## src/rtl/scan_scheduler.sv

```systemverilog
// Ping-pong scheduler for two occupancy-counted scanner channels sharing one uplink.
// Per-channel FSMs live in scan_chan; the top module handles handoff, overrun and uplink ownership.

module scan_chan #(
  parameter int CAP = 100
) (
  input  logic       clk,
  input  logic       reset,
  input  logic [7:0] mem_used,
  input  logic       go,
  input  logic       stop,
  input  logic       own,
  input  logic       xfer_gnt,
  output logic       scan,
  output logic       flush,
  output logic       is_idle,
  output logic       is_scan,
  output logic       is_wait,
  output logic       to_wait,
  output logic       done
);
  localparam logic [7:0] CAP_W = 8'(CAP);

  typedef enum logic [1:0] {IDLE, SCAN, WAITX, FLUSH} state_t;
  state_t state, state_nxt;

  always_ff @(posedge clk) begin
    if (reset) state <= IDLE;
    else       state <= state_nxt;
  end

  always_comb begin
    state_nxt = state;
    case (state)
      IDLE:    if (go)                          state_nxt = SCAN;
      SCAN:    if (stop || mem_used == CAP_W)   state_nxt = WAITX;
      WAITX:   if (own && xfer_gnt)             state_nxt = FLUSH;
      FLUSH:   if (mem_used == 8'd0)            state_nxt = IDLE;
      default:                                  state_nxt = IDLE;
    endcase
  end

  assign is_idle = (state == IDLE);
  assign is_scan = (state == SCAN);
  assign is_wait = (state == WAITX);
  assign to_wait = is_scan && (stop || mem_used == CAP_W);
  assign done    = (state == FLUSH) && (mem_used == 8'd0);
  // Gate on occupancy so the counter never overshoots CAP or underflows.
  assign scan    = is_scan && (mem_used < CAP_W);
  assign flush   = (state == FLUSH) && xfer_gnt && (mem_used != 8'd0);
endmodule

module scan_scheduler #(
  parameter int CAP      = 100,
  parameter int STBY_LVL = 80
) (
  input  logic       clk,
  input  logic       reset,
  input  logic       start,
  input  logic       stop,
  input  logic [7:0] mem_used0,
  input  logic [7:0] mem_used1,
  output logic       scan0,
  output logic       flush0,
  output logic       scan1,
  output logic       flush1,
  output logic       standby0,
  output logic       standby1,
  output logic       xfer_req,
  output logic       xfer_ch,
  input  logic       xfer_gnt,
  output logic       busy,
  output logic       overrun
);
  localparam int NCH = 2;
  localparam logic [7:0] CAP_W  = 8'(CAP);
  localparam logic [7:0] STBY_W = 8'(STBY_LVL);

  logic [NCH-1:0][7:0] mem;
  logic [NCH-1:0] go, own, scan, flush, is_idle, is_scan, is_wait, to_wait, done;
  logic [NCH-1:0] idle_empty, cap_hit, standby;
  logic session, pend, owner_vld, owner;
  logic start_ok, resume, overrun_set, release_own;

  assign mem = {mem_used1, mem_used0};

  for (genvar i = 0; i < NCH; i++) begin : g_ch
    assign own[i]        = owner_vld && (owner == 1'(i));
    assign idle_empty[i] = is_idle[i] && (mem[i] == 8'd0);
    assign cap_hit[i]    = is_scan[i] && (mem[i] == CAP_W) && !stop;
    assign standby[i]    = idle_empty[i] && is_scan[1-i] && (mem[1-i] >= STBY_W);

    scan_chan #(.CAP(CAP)) u_chan (
      .clk(clk), .reset(reset), .mem_used(mem[i]), .go(go[i]), .stop(stop),
      .own(own[i]), .xfer_gnt(xfer_gnt), .scan(scan[i]), .flush(flush[i]),
      .is_idle(is_idle[i]), .is_scan(is_scan[i]), .is_wait(is_wait[i]),
      .to_wait(to_wait[i]), .done(done[i])
    );
  end

  assign start_ok    = start && !stop && (&idle_empty);
  // After an overrun, whichever channel comes back IDLE first (ch0 on a tie) restarts scanning.
  assign resume      = pend && session && !stop;
  assign go[0]       = start_ok || (cap_hit[1] && idle_empty[0]) || (resume && idle_empty[0]);
  assign go[1]       = (cap_hit[0] && idle_empty[1]) || (resume && idle_empty[1] && !idle_empty[0]);
  assign overrun_set = (cap_hit[0] && !idle_empty[1]) || (cap_hit[1] && !idle_empty[0]);
  assign release_own = owner_vld && done[owner];

  always_ff @(posedge clk) begin
    if (reset) begin
      session <= 1'b0;
      overrun <= 1'b0;
      pend    <= 1'b0;
    end else begin
      if (stop)          session <= 1'b0;
      else if (start_ok) session <= 1'b1;
      if (start_ok)         overrun <= 1'b0;
      else if (overrun_set) overrun <= 1'b1;
      if (stop || start_ok || (resume && |idle_empty)) pend <= 1'b0;
      else if (overrun_set)                            pend <= 1'b1;
    end
  end

  // Channels already waiting outrank ones entering WAITX this cycle; ch0 wins ties.
  always_ff @(posedge clk) begin
    if (reset) begin
      owner_vld <= 1'b0;
      owner     <= 1'b0;
    end else if (!owner_vld || release_own) begin
      owner_vld <= 1'b1;
      if (is_wait[0])      owner <= 1'b0;
      else if (is_wait[1]) owner <= 1'b1;
      else if (to_wait[0]) owner <= 1'b0;
      else if (to_wait[1]) owner <= 1'b1;
      else                 owner_vld <= 1'b0;
    end
  end

  assign scan0    = scan[0];
  assign scan1    = scan[1];
  assign flush0   = flush[0];
  assign flush1   = flush[1];
  assign standby0 = standby[0];
  assign standby1 = standby[1];
  assign xfer_req = owner_vld;
  assign xfer_ch  = owner;
  assign busy     = session || !(&is_idle);
endmodule
```

## config.mk

```make
export PLATFORM = sky130hd
export DESIGN_NAME = scan_scheduler
export DESIGN_NICKNAME = d
export VERILOG_FILES = /design/src/rtl/scan_scheduler.sv
export SDC_FILE = /design/constraint.sdc
export NUM_CORES = 1
export LEC_CHECK = 0
export ABC_AREA = 1
export CAP_MARGIN = 30
export CORE_UTILIZATION = 42
export DETAILED_ROUTE_END_ITERATION = 6
export HOLD_SLACK_MARGIN = 0.02
export PLACE_DENSITY = 0.87
export SLEW_MARGIN = 25
export SYNTH_ARGS = -nofsm -noshare
export SYNTH_HDL_FRONTEND = slang
export SYNTH_SLANG_ARGS = --single-unit
export TNS_END_PERCENT = 5
```

## constraint.sdc

```tcl
create_clock -name clk -period 1.4 [get_ports clk]
set_input_delay 0.21 -clock clk [delete_from_list [all_inputs] [get_ports clk]]
set_output_delay 0.21 -clock clk [all_outputs]
set_load 0.005 [all_outputs]
```

* Word-level counts from Yosys, hierarchy flattened
Cells that the tools add are included.
Widths: inputs -> output; s select.
** Storage, ports and cells
- Bits of input ports :: 21
- Flip-flop bits (word level) :: 9
** Operators by class
- Magnitude comparators :: 5
- Equality and inequality tests :: 16
- Bitwise operators :: 1
- Reduce and logical (&&, ||, !) cells :: 68
- Mux-type cells :: 20
** Operator list (number)
- $logic_and 1x1->1 :: 37
- $eq 8x7->1 const B :: 2
- $ge 8x7->1 const B :: 2
- $logic_not 8->1 :: 2
- $lt 8x7->1 const B :: 2
- $mux 2 :: 8
- $pmux 2 s4 :: 2
- $reduce_bool 8->1 :: 2
- $ne 2x2->1 const B :: 6
- $logic_or 1x1->1 :: 10
- $mux 1 :: 10
- $eq 2x2->1 const B :: 4
- $reduce_and 4->1 :: 2
- $reduce_or 2->1 :: 4
- $reduce_and 2->1 :: 3
- $logic_not 1->1 :: 5
- $eq 2x1->1 const B :: 2
- $logic_not 2->1 :: 2
- $ne 2x1->1 const B :: 2
- $reduce_bool 4->1 :: 1
- $lt 1x2->1 const B :: 1
- $not 1->1 :: 1

* Longest topological paths before layout
Gate-level depths: netlist of run 1.
- Depth in word-level cells :: 8
- Depth in mapped cells :: 12

* Cells and area by module
A second synthesis of run 1 with hierarchy kept.
** Unflattened totals
- Cells, all modules :: 213
- Area, all modules :: 1204.9 µm²
** Modules (own cells, without submodules)
- scan_chan :: sequential area each 40.0 µm², cells an instance 58, times used 2, area an instance 344.1 µm²
- scan_scheduler :: sequential area each 100.1 µm², cells an instance 97, times used 1, area an instance 516.7 µm²

* Worst setup path after synthesis of run 1
No wires, ideal clock.
- Path kind :: register to register
- From :: register g_ch[0].u_chan.state[1]
- To :: register g_ch[1].u_chan.state[1]
- Path slack :: 0.060 ns
- Arrival :: 1.227 ns
- Path buffers :: 0
- Stages on the path, launching flop included :: 12
- Setup time :: 0.113 ns
- Required time :: 1.287 ns
- Cells stage by stage :: dfxtp_1 inv_1 ha_1 inv_2 nor2_2 nand3_1 nor2_1 nor2_1 nand2_2 nand2_2 nor2_1 nor2_1
** Between the ends
- Cells in the longest elaborated chain, start to end :: 7
- Elaborated cells on any way between the ends :: 11
- Classes of those cells :: eq/ne: 2; reduce/logical: 9
** RTL lines
- start: declaration :: RTL line 25 : state_t state, state_nxt;
- start signal: assignment :: RTL line 29 : else state <= state_nxt;
- $eq 2x1->1 / $logic_not 2->1 (equally long branches) :: RTL line 44, 43
- $logic_and 1x1->1 (on tied branches) :: RTL line 90, 89
- $logic_and 1x1->1 / $logic_not 1->1 (equally long branches) :: RTL line 90, 105
- $logic_and 1x1->1 :: RTL line 105 : assign go[1] = (cap_hit[0] && idle_empty[1]) || (resume && idle_empty[1] && !idle_empty[0]);
- $logic_or 1x1->1 (*) :: RTL line 105
- $ne 2x1->1 (no line) (*)
- $reduce_and 4->1 (no line) (*)
- end signal: assignment :: RTL line 29
- end: declaration :: RTL line 25
Mark *: on every way between the ends. The rest lies on a longest branch, timed or not.
A chain may end at the register's enable or synchronous reset.

* Final worst setup path of run 1
- From :: register g_ch[1].u_chan.state[1]
- To :: register pend
** Between the ends
- Cells in the longest elaborated chain, start to end :: 7
- Elaborated cells on any way between the ends :: 16
- Classes of those cells :: eq/ne: 1; reduce/logical: 15
** RTL lines
- $logic_not 2->1 :: RTL line 43 : assign is_idle = (state == IDLE);
- $logic_and 1x1->1 :: RTL line 89 : assign idle_empty[i] = is_idle[i] && (mem[i] == 8'd0);
- $reduce_and 2->1 :: RTL line 101 : assign start_ok = start && !stop && (&idle_empty);
- $logic_and 1x1->1 :: RTL line 101
- $logic_or 1x1->1 (2 in a row) :: RTL line 119 : if (stop || start_ok || (resume && |idle_empty)) pend <= 1'b0;
- $reduce_or 2->1 (no line)
- end signal: assignment :: RTL line 113 : pend <= 1'b0;
- end signal: assignment :: RTL line 119
- end signal: assignment :: RTL line 120 : else if (overrun_set) pend <= 1'b1;
- end: declaration :: RTL line 82 : logic session, pend, owner_vld, owner;
Several ways; a longest one is shown, not always the timed one.

==> results of run 1 <==
## flip-flops by register name (all words and copies together) (netlist names)
signal	cells
g_ch.u_chan.state	4
overrun	1
pend	1
session	1
xfer_ch	1
xfer_req	1
## per-layer routing
| layer | vias to the layer above | routed length, µm | share of wire [%] |
|---|---|---|---|
| met4 | 0 | 117 | 3.7 |
| li1 | 604 | - | - |
| met2 | 45 | 1610 | 51 |
| met5 | - | 0 | 0 |
| met3 | 14 | 144 | 4.6 |
| met1 | 574 | 1280 | 41 |
## worst max-delay path by stage
stage,start,end,slack (ns),cells after the start
final,g_ch[1].u_chan.state[1],pend,-0.09,8
after floorplan,g_ch[0].u_chan.state[1],g_ch[1].u_chan.state[1],0.06,11
after global routing,g_ch[1].u_chan.state[1],pend,-0.15,8
after global placement,mem_used1[6],standby1,-0.56,7
after detailed placement,mem_used1[4],standby1,-0.56,7
after CTS,g_ch[0].u_chan.state[1],standby1,-0.04,5
## layout make-up
cell class	count	area, µm²	area share [%]
Multi-Input combinational cell	117	848	52.1
Tap cell	28	35.0	2.15
Inverter	29	114	6.99
Timing Repair Buffer	52	414	25.4
Clock buffer	4	26.3	1.61
Sequential cell	9	190	11.7
## cell families after synthesis
| logic type | count (synthesis) | synth area share [%] |
|---|---|---|
| simple gates | 86 | 43.9 |
| buf+inv | 29 | 11.1 |
| compound gates | 21 | 14.3 |
| fa+ha+maj | 10 | 12.6 |
| flops | 9 | 18.1 |
## per-stage QoR
stage	power, mW	cell area [µm²]
after floorplan	1.01	995
after global placement	1.42	1470
after detailed placement	1.46	1470
after CTS	1.75	1570
after global routing	2.00	1630
final	1.85	1630
## power breakdown
| group | switching, mW | internal [mW] |
|---|---|---|
| combinational | 0.642 | 0.599 |
| sequential | 0.0742 | 0.345 |
| clock | 0.0843 | 0.109 |
## synthesized netlist by cell type
cell / number
ha_1: 10
dfxtp_1: 9
nand3_2: 2
nor2_4: 4
nand3_1: 14
clkinv_2: 1
inv_1: 22
nand2_2: 7
o211ai_1: 1
o21ai_1: 2
o21bai_1: 2
nand2_1: 22
a21boi_2: 1
clkinv_1: 2
nand2_4: 1
inv_2: 4
nand4_1: 1
a21oi_1: 5
nor3_1: 5
a21oi_4: 1
a211oi_1: 2
a211oi_2: 1
nor2_1: 22
o21ai_0: 6
nor2_2: 8
## worst reg2reg max path: stages (launching register included)
cell	delay (ns)
dfxtp_2	0.36
inv_2	0.07
ha_4	0.16
nand2_2	0.08
buf_4	0.12
clkinv_2	0.09
o21ai_1	0.21
nand3_1	0.16
nor3_2	0.18
## timing repair
action | CTS | global route
pin swaps | 14 | 5
hold buffers | 0 | 0
gates cloned | 0 | 0
setup buffers | 3 | 0
endpoints found under the setup margin | 15 | 17
gates resized for setup | 69 | 25
==> results.sh, run 1 <==
export IMPL_fp_row_count=17
export IMPL_rsz0062_at_grt="yes"
export IMPL_ir_drop_mv=1.04
export IMPL_ant_nets=0
export IMPL_core_area_mm2=0.00221
export IMPL_yosys_top_cells_area="dfxtp_1 (18%), ha_1 (13%), inv_1 (8.3%)"
export IMPL_min_delay_start="xfer_ch"
export IMPL_layout_setup_ws_ns=-0.0866
export IMPL_start_util_pct=45.0
export IMPL_antenna_diode_count=0
export IMPL_hold_viol_final=0
export IMPL_path_class="flop to flop"
export IMPL_crit_chain="inv_2 > ha_4 > nand2_2 > buf_4 > clkinv_2 > o21ai_1 > nand3_1 > nor3_2"
export IMPL_drv_slew=0
export IMPL_grt_max_degree=7
export IMPL_ys_ff_latch=9
export IMPL_fin_util_pct=73.6
export IMPL_syn_area_um2=995
export IMPL_grt_pass1_vias=1126
export IMPL_nets=243
export IMPL_cts_sinks=9
export IMPL_dpl_hpwl_um=2180
export IMPL_cp_num_buf_inv=3
export IMPL_area_growth_pct=63.6
export IMPL_whs_path_depth=2
export IMPL_viasPerCell=5.18
export IMPL_arrival_ns=1.67
export IMPL_regToRegStartpoint="g_ch[1].u_chan.state[1]"
export IMPL_postSynthCellCount=155
export IMPL_status="complete, but fails checks"
export IMPL_grtUsageMet3_pct=1.21
export IMPL_dp_cells=232
export IMPL_slew_headroom_pct=84.9
export IMPL_grt_pass1_wl_um=4640
export IMPL_avgSynthCellArea_um2=6.42
export IMPL_wl_per_cell_um=13.2
export IMPL_met2_usage_pct=42.9
export IMPL_powerDensity_mw_per_mm2=1140
export IMPL_drtIter0Drc=37
export IMPL_drive_above_1_share_pct=46.9
export IMPL_grt_util_met1_pct=28.4
export IMPL_worst_pin_slew_ns=0.225
export IMPL_vias=1237
export IMPL_final_cell_mix="nand2_1 (21), buf_4 (21), inv_1 (18)"
export IMPL_fmax_ghz=0.673
export IMPL_fill_cells=165
export IMPL_r2r_cells=8
export IMPL_fin_crit_ns=1.49
export IMPL_cp_end_kind="flop"
export IMPL_dr_pass1_iters=4
export IMPL_p_leak_nw=0.735
export IMPL_syn_num_nets=186
export IMPL_antenna_found_initial=0
export IMPL_io_buffers=30
export IMPL_cts_buffer_depth=2
export IMPL_cp_max_fo=4
export IMPL_dp_slack_ns=-0.564
export IMPL_start_kind="flop"
export IMPL_grt_usage_pct=23.4
export IMPL_finClkSkew_ns=0.00649
export IMPL_fin_cells=239
export IMPL_clk_pin_slew_ns=0.06
export IMPL_yosys_area_top_type_share_pct=18.1
export IMPL_grt_ovfl_total=0
export IMPL_cts_buffers=3
export IMPL_busiest_layer="met2"
export IMPL_cts_root_buf="clkbuf_4"
export IMPL_top_level_ports=31
export IMPL_setup_viol=7
export IMPL_dieArea_mm2=0.00257
export IMPL_ys_types=25
export IMPL_r2r_end="pend"
export IMPL_slowest_stage="dfxtp_2"
export IMPL_r2r_setup_slack_ns=-0.09
export IMPL_period_share_pct=106
export IMPL_cp_slowest_stage_delay_ns=0.36
export IMPL_drc=0
export IMPL_critical_path_top_delay_family="simple AND/OR/NAND/NOR gates"
export IMPL_hold_end="xfer_ch"
export IMPL_yosys_warnings=0
export IMPL_maxCapViolCount=0
export IMPL_cts_tree="done"
export IMPL_cts_htree_levels=1
export IMPL_hold_class="flop to flop"
export IMPL_die_w_um=50.7
export IMPL_hold_worst_slack_ns=0.513
export IMPL_required_ns=1.58
export IMPL_wl_um=3150
export IMPL_clock_latency_ns=0.25
export IMPL_setup_tns_ns=-0.257
export IMPL_violations="setup timing"
export IMPL_fp_dieH_um=50.7
export IMPL_synth_largest_area_cell="dfxtp_1"
export IMPL_gp_congestion=0.889
export IMPL_ys_seq_area_share_pct=18.1
Note: power is estimated with default switching activity, not from simulation.
==> inputs of run 2 (changes only) <==
Clock period 1.4 ns to 1.2 ns, I/O delays scaled along.
==> results.sh, run 2 (synthesis results as in run 1) <==
export IMPL_largest_reg_flops=4
export IMPL_finClkSkew_ns=0.000951
export IMPL_drv_slew=0
export IMPL_grt_max_degree=7
export IMPL_setup_viol=16
export IMPL_hold_viol_final=0
export IMPL_antenna_found_initial=0
export IMPL_vias=1318
export IMPL_total_power_mw=2.55
export IMPL_setup_tns_ns=-3.25
export IMPL_drive_above_1_share_pct=53.6
export IMPL_hold_class="flop to flop"
export IMPL_wl_met2_um=2110
export IMPL_cts_htree_levels=1
export IMPL_rsz0062_at_grt="yes"
export IMPL_grt_pass1_vias=1396
export IMPL_cts_root_buf="clkbuf_4"
export IMPL_ir_drop_mv=1.50
export IMPL_dr_pass1_iters=4
export IMPL_violations="setup timing"
export IMPL_drtIter0Drc=39
export IMPL_powerDensity_mw_per_mm2=1420
export IMPL_cts_sinks=9
export IMPL_cp_end_kind="flop"
export IMPL_ant_nets=0
export IMPL_cts_tree="done"
export IMPL_wl_per_cell_um=16.1
export IMPL_die_w_um=50.7
export IMPL_design_area_mm2=0.00179
export IMPL_fmax_ghz=0.683
export IMPL_top_layer="met4"
export IMPL_status="complete, but fails checks"
export IMPL_whs_path_depth=2
export IMPL_grt_ovfl_total=0
export IMPL_grt_usage_pct=31.9
export IMPL_required_ns=1.37
export IMPL_layout_setup_ws_ns=-0.264
export IMPL_dpl_hpwl_um=2500
export IMPL_r2r_cells=10
export IMPL_placed_cell_area_mm2=0.00155
export IMPL_arrival_ns=1.63
export IMPL_top_register="g_ch.u_chan.state"
export IMPL_drc=0
export IMPL_path_class="input pin to flop"
export IMPL_clock_latency_ns=0.27
export IMPL_top_level_ports=31
export IMPL_period_share_pct=122
export IMPL_area_growth_pct=80.1
export IMPL_p_leak_nw=0.836
export IMPL_fill_cells=143
export IMPL_cts_buffer_depth=2
export IMPL_mostFrequentLayoutCell="buf_4"
export IMPL_grt_pass1_wl_um=6140
export IMPL_fp_dieH_um=50.7
export IMPL_final_cell_mix="buf_4 (26), nand2_1 (19), dlygate4sd2_1 (19)"
export IMPL_start_kind="input pin"
export IMPL_cp_max_fo=3
export IMPL_viasPerCell=5.31
export IMPL_cts_buffers=3
export IMPL_fp_row_count=17
export IMPL_antenna_diode_count=0
export IMPL_start_util_pct=45.0
export IMPL_clk_pin_slew_ns=0.06
export IMPL_maxCapViolCount=0
export IMPL_core_area_mm2=0.00221
export IMPL_drt_met1_wl_um=1590
export IMPL_gp_congestion=0.916
export IMPL_slew_headroom_pct=80.8
export IMPL_wl_um=3990
export IMPL_fin_crit_ns=1.46
export IMPL_dieArea_mm2=0.00257
export IMPL_io_buffers=30
export IMPL_worst_pin_slew_ns=0.287
export IMPL_nets=252
export IMPL_wl_met3_um=177
## run 2: cell count changes in the layout (fill, tap and decap cells not counted), moves of 3 or more
cell             before  now
nor2_1               17   13
clkdlybuf4s50_1       7    4
nand3_1              12    8
ha_2                  5    1
nor2_4                7   10
buf_6                 1    5
buf_4                21   26
dlygate4sd2_1        16   19
nand3_2               3    7
## run 2: path summary, 6_finish.rpt
path,start,endpoint,slack (ns)
hold reg to reg,overrun,overrun,0.51
hold / removal,overrun,overrun,0.51
setup reg to reg,g_ch[1].u_chan.state[0],g_ch[1].u_chan.state[1],-0.26
setup / recovery,mem_used0[2],overrun,-0.26
## run 2: layer usage
| layer | vias up | track usage [%] |
|---|---|---|
| met2 | 53 | 59.8 |
| li1 | 617 | - |
| met5 | - | 0 |
| met3 | 14 | 5.76 |
| met1 | 634 | 34.4 |
| met4 | 0 | 13.9 |
## run 2: power by group
part	total (mW)	internal (mW)	switching, mW
Combinational	1.79	0.843	0.948
Sequential	0.511	0.401	0.110
Clock	0.245	0.129	0.116
Total	2.55	1.37	1.17
## run 2: what timing repair did
action,4_1_cts,5_1_grt
buffers inserted,7,0
hold buffers,0,0
setup endpoints to repair,19,16
pin swaps,24,7
gates resized for setup,100,13
## run 2: cell type report
cell class | instances | area, µm² | area share [%]
clock buffer | 4 | 26.3 | 1.47
inverter | 29 | 125 | 6.98
multi-input combinational | 117 | 921 | 51.4
sequential | 9 | 191 | 10.7
tap | 28 | 35.0 | 1.96
timing repair buffer | 61 | 493 | 27.5
## run 2: worst max-delay path: stages
cell and delay [ns]:
dlygate4sd2_1 0.26, nor2_2 0.13, buf_4 0.12, nand2_2 0.06, nor2_4 0.20, nand2_4 0.08, buf_4 0.17, nand3_1 0.13
o21ai_2 0.09, o211ai_1 0.16, inv_1 0.05
## run 2: through the flow
step           hold slack (ns)  setup WS [ns]  util, %  instances
2_1_floorplan            0.245        -0.0563        -        155
3_3_place_gp             0.481         -0.678     69.9        238
3_5_place_dp             0.492         -0.731     69.9        238
4_1_cts                  0.505         -0.217     79.0        248
5_1_grt                  0.556         -0.365     81.0        248
6_report                 0.508         -0.264     81.0        248
